**config.mk**
```make
export PLATFORM = sky130hd
export DESIGN_NAME = iter_shift_unit
export DESIGN_NICKNAME = d
export VERILOG_FILES = /design/src/rtl/shift_pkg.sv /design/src/rtl/shift_step.sv /design/src/rtl/iter_shift_unit.sv
export SDC_FILE = /design/constraint.sdc
export NUM_CORES = 1
export LEC_CHECK = 0
export BUFFER_PORTS_ARGS = -buffer_cell sky130_fd_sc_hd__buf_2
export CELL_PAD_IN_SITES_DETAIL_PLACEMENT = 2
export CELL_PAD_IN_SITES_GLOBAL_PLACEMENT = 2
export CORE_MARGIN = 3
export CORE_UTILIZATION = 31
export DETAILED_ROUTE_END_ITERATION = 16
export PLACE_DENSITY_LB_ADDON = 0.1
export SLEW_MARGIN = 30
export SYNTH_ARGS = -nofsm -noshare
export SYNTH_HDL_FRONTEND = slang
export SYNTH_HIERARCHICAL = 1
export SYNTH_SLANG_ARGS = --single-unit
```
**constraint.sdc**
```tcl
create_clock -name CLK -period 1.9 [get_ports CLK]
set_input_delay 0.095 -clock CLK [delete_from_list [all_inputs] [get_ports CLK]]
set_output_delay 0.095 -clock CLK [all_outputs]
set_load 0.01 [all_outputs]
```
**src/rtl/shift_pkg.sv**
```systemverilog
// Shared encodings for the iterative shift unit: op codes, FSM states, width.
// Latency: none (constants and a pure helper function).
// Backpressure: not applicable.
package shift_pkg;

  localparam int SH_W = 8;

  localparam logic [1:0] OP_SLL = 2'b00;
  localparam logic [1:0] OP_SRL = 2'b01;
  localparam logic [1:0] OP_SRA = 2'b10;
  localparam logic [1:0] OP_ROR = 2'b11;

  localparam logic [1:0] ST_IDLE  = 2'd0;
  localparam logic [1:0] ST_SHIFT = 2'd1;
  localparam logic [1:0] ST_FIN   = 2'd2;

  // Number of single-bit steps to perform. Linear shifts saturate at the
  // operand width (further steps would not change the result); rotates wrap.
  function automatic logic [3:0] eff_amount(input logic [1:0] op, input logic [7:0] amt);
    logic [3:0] n;
    if (op == OP_ROR) begin
      n = {1'b0, amt[2:0]};
    end else if (amt >= 8'd8) begin
      n = 4'd8;
    end else begin
      n = amt[3:0];
    end
    return n;
  endfunction

endpackage

```
**src/rtl/shift_step.sv**
```systemverilog
// Single-bit shift/rotate of the working value, selected by the op code.
// Latency: combinational.
// Backpressure: not applicable.
module shift_step
  import shift_pkg::*;
(
  input  logic [1:0]      op,
  input  logic [SH_W-1:0] din,
  output logic [SH_W-1:0] dout
);

  // One position per step; SRA replicates the sign bit, ROR wraps bit 0 to the top.
  always_comb begin
    dout = din;
    case (op)
      OP_SLL:  dout = {din[SH_W-2:0], 1'b0};
      OP_SRL:  dout = {1'b0, din[SH_W-1:1]};
      OP_SRA:  dout = {din[SH_W-1], din[SH_W-1:1]};
      OP_ROR:  dout = {din[0], din[SH_W-1:1]};
      default: dout = din;
    endcase
  end

endmodule

```
**src/rtl/iter_shift_unit.sv**
```systemverilog
// Multi-cycle shift/rotate unit moving the operand one bit per clock.
// Latency: N+1 cycles from acceptance to DONE (N = effective shift amount).
// Backpressure: START is accepted only in IDLE or FIN; requests while BUSY are dropped.
module iter_shift_unit
  import shift_pkg::*;
#(
  parameter int WIDTH = SH_W
)
(
  input  logic             CLK,
  input  logic             RESET,
  input  logic             START,
  input  logic [WIDTH-1:0] DATA_IN,
  input  logic [7:0]       SHIFT,
  input  logic [1:0]       OP,
  output logic [WIDTH-1:0] RESULT,
  output logic             BUSY,
  output logic             DONE
);

  logic [1:0]       state;
  logic [1:0]       op_q;
  logic [3:0]       count;
  logic [3:0]       n_next;
  logic [WIDTH-1:0] step_out;

  assign n_next = eff_amount(OP, SHIFT);

  shift_step u_step (
    .op   (op_q),
    .din  (RESULT),
    .dout (step_out)
  );

  // FSM, step counter and result register; BUSY/DONE are registered so no
  // input reaches them combinationally.
  always_ff @(posedge CLK) begin
    if (RESET) begin
      state  <= ST_IDLE;
      op_q   <= OP_SLL;
      count  <= 4'd0;
      RESULT <= '0;
      BUSY   <= 1'b0;
      DONE   <= 1'b0;
    end else begin
      DONE <= 1'b0;
      if (state == ST_SHIFT) begin
        RESULT <= step_out;
        count  <= count - 4'd1;
        if (count == 4'd1) begin
          state <= ST_FIN;
          BUSY  <= 1'b0;
          DONE  <= 1'b1;
        end
      end else if (START) begin
        op_q   <= OP;
        RESULT <= DATA_IN;
        count  <= n_next;
        if (n_next != 4'd0) begin
          state <= ST_SHIFT;
          BUSY  <= 1'b1;
        end else begin
          state <= ST_FIN;
          DONE  <= 1'b1;
        end
      end else begin
        state <= ST_IDLE;
      end
    end
  end

endmodule

```
==> results_dict.tcl <==
set metrics [dict create \
    grt_max_degree 23 \
    end_kind "register" \
    yosys-top-cells-area "dfxtp_1, mux2i_1, mux2_2" \
    cts_sinks 18 \
    required_ns 2.11 \
    dr.first_iter.drc_count 29 \
    holdPathStages 2 \
    area_delta_synth_final_pct 18.8 \
    wire_per_inst_microns 14.8 \
    p_switching_mw 0.275 \
    finalPower_mw 0.873 \
    switching_share 0.315 \
    die_y_microns 62.2 \
    hold_buffers 0 \
    p_int_mw 0.598 \
    wl_mm 2.57 \
    htree_levels 1 \
    period_minus_slack_ns 1.33 \
    critPathMaxStageDelay_ns 0.37 \
    yosys.area.top_type "dfxtp_1" \
    cts_buffers 3 \
    core_sq_um 2880 \
    critical_path.slowest_cell "nor3_2" \
    place_ws_ns 0.571 \
    seq_power_share 0.516 \
    fp.dieW_microns 62.2 \
    core.rowCount 19 \
    irDropWorstVdd_v 0.000338 \
    rsz0062_at_grt "no" \
    hold_path.class "in -> reg" \
    die_area_sq_um 3870 \
    maxCapViolCount 0 \
    layout_setup_ws_ns 0.568 \
    ys_types 29 \
    crit_type "reg -> reg" \
    dr_total_vias 864 \
    r2r_slack_ns 0.57 \
    synth_ff_type "dfxtp_1" \
    min_from "SHIFT[1]" \
    syn_avg_cell_area_sq_um 9.41 \
    fin_tns_setup_ns 0 \
    gp_congestion 0.781 \
    cp_top_family "simple AND/OR/NAND/NOR gates" \
    yosys_warnings 6 \
    crit_fanout 22 \
    report.final.hold_viol_count 0 \
    path_depth 4 \
    cp.arrival_ns 1.55 \
    dpl.cell_count 170 \
    ioPinCount 31 \
    routed_via_density 4.99 \
    setup_viol 0 \
    cts.clk_slew.worst_paths_ns 0.09 \
    reg2reg_depth 4 \
    final_util 0.404 \
    post_cts_resized 0 \
    hpwlAfterDp_mm 2.01 \
    num-nets-final 156 \
    slew_violations 0 \
    crit_path_start "state[1]" \
    status "complete, no violations" \
    stdcell_count 173 \
    port_buffers 30 \
    clock_skew_ns 0.0146 \
    syn_area_sq_um 978 \
    drive_above_1_share 0.351 \
    critPathBufInv 0 \
    cts_tree "done" \
    max_slew_margin 0.745 \
    grt_pass1_wl_mm 4.59 \
    pwr-share-comb 0.271 \
    antenna_found_initial 0 \
    cts_setup_buffers 0 \
    worstSkewPairLatency_ns 0.29 \
    first_pass_iters 4 \
    grt.overflow.total 0 \
    cp_cell_sequence "nand2b_4 > nand2_1 > nor3_2 > o2bb2ai_1" \
    syn_nets 127 \
    async_reset_ff_frac 0 \
    worst_setup_path_start_kind "register" \
    drc 0 \
    antenna_cells 0 \
    final.period_utilization 0.701 \
    grt_pass1_vias 989 \
    synth_edf_count 0 \
    syn_inst 104 \
    ys_seq_area_frac 0.368 \
    synth_top_area_frac 0.368 \
    tightestPinTransition_ns 0.382 \
    antenna_left 0 \
    clock-root-buffer "clkbuf_4" \
    clkPwrFrac 0.214 \
    grt_use_total 0.145 \
    power.density_nw_per_um2 751 \
    clockBufferDepth 2 \
    ys_seq_elements 18 \
    fmax_mhz 751 \
    start_util 0.340 \
    p_leak_nw 0.514 \
    r2r-start "state[1]" \
]
[cells in the mapped netlist (3+ instances only)]
cell,instances
a211oi_1,8
nor3_1,3
mux2i_1,10
mux2_2,6
a21oi_1,6
nor2_1,15
dfxtp_1,18
o2bb2ai_1,5
nand2_1,8
[state kept, by name, summed over array words and instances, names as in the netlist]
register / flops
op_q: 2
BUSY: 1
state: 2
DONE: 1
count: 4
RESULT: 8
[final timing paths]
kind,endpoint
setup reg to reg,state[1]
hold reg to reg,BUSY
setup / recovery,state[1]
hold / removal,count[1]
[per-stage QoR]
| stage | hold WS [ns] | instance area [sq um] |
|---|---|---|
| after floorplan | 0.212 | 978 |
| after global placement | 0.342 | 1140 |
| after detailed placement | 0.348 | 1140 |
| after CTS | 0.0436 | 1160 |
| after global routing | 0.0584 | 1160 |
| final | 0.0608 | 1160 |
[cell type report]
cell class | instances | area, sq um
Fill cell | 325 | 1710
Multi-Input combinational cell | 77 | 566
Sequential cell | 18 | 360
Timing Repair Buffer | 30 | 150
Tap cell | 42 | 52.6
Clock buffer | 3 | 22.5
Inverter | 3 | 11.3
[logic make-up after synthesis]
logic type	synth area share
mux	0.183
fa+ha+maj	0.0256
compound gates	0.192
simple gates	0.178
buf+inv	0.0537
flops	0.368
[power groups by stage]
stage / Sequential, mW / Clock, mW / Combinational [mW]
finish: 0.450 / 0.186 / 0.237
CTS: 0.451 / 0.197 / 0.242
detailed placement: 0.460 / 0 / 0.241
floorplan: 0.460 / 0 / 0.160
global placement: 0.458 / 0 / 0.230
global route: 0.459 / 0.215 / 0.267
[placed cells by master, fill, tap and decap left out]
master	instances
buf_2	30
dfxtp_1	18
nor2_1	15
mux2i_1	10
nand2_1	8
a211oi_1	8
a21oi_1	6
mux2_2	6
o2bb2ai_1	5
nor3_1	3
clkbuf_4	3
inv_1	2
nor2_4	2
ha_1	2
inv_2	1
and2b_1	1
nand2b_4	1
a22oi_2	1
nor3_2	1
nor3b_1	1
a31oi_1	1
nand3_1	1
o41ai_2	1
a222oi_1	1
nor2b_1	1
mux2_1	1
a22o_1	1
[per-layer routing]
| metal | GRT usage | wire length, microns |
|---|---|---|
| met1 | 0.192 | 1240 |
| met2 | 0.242 | 1230 |
| met3 | 0.0306 | 84 |
| met4 | 0.0331 | 13 |
| met5 | 0 | 0 |
(Power assumes the default switching activity.)
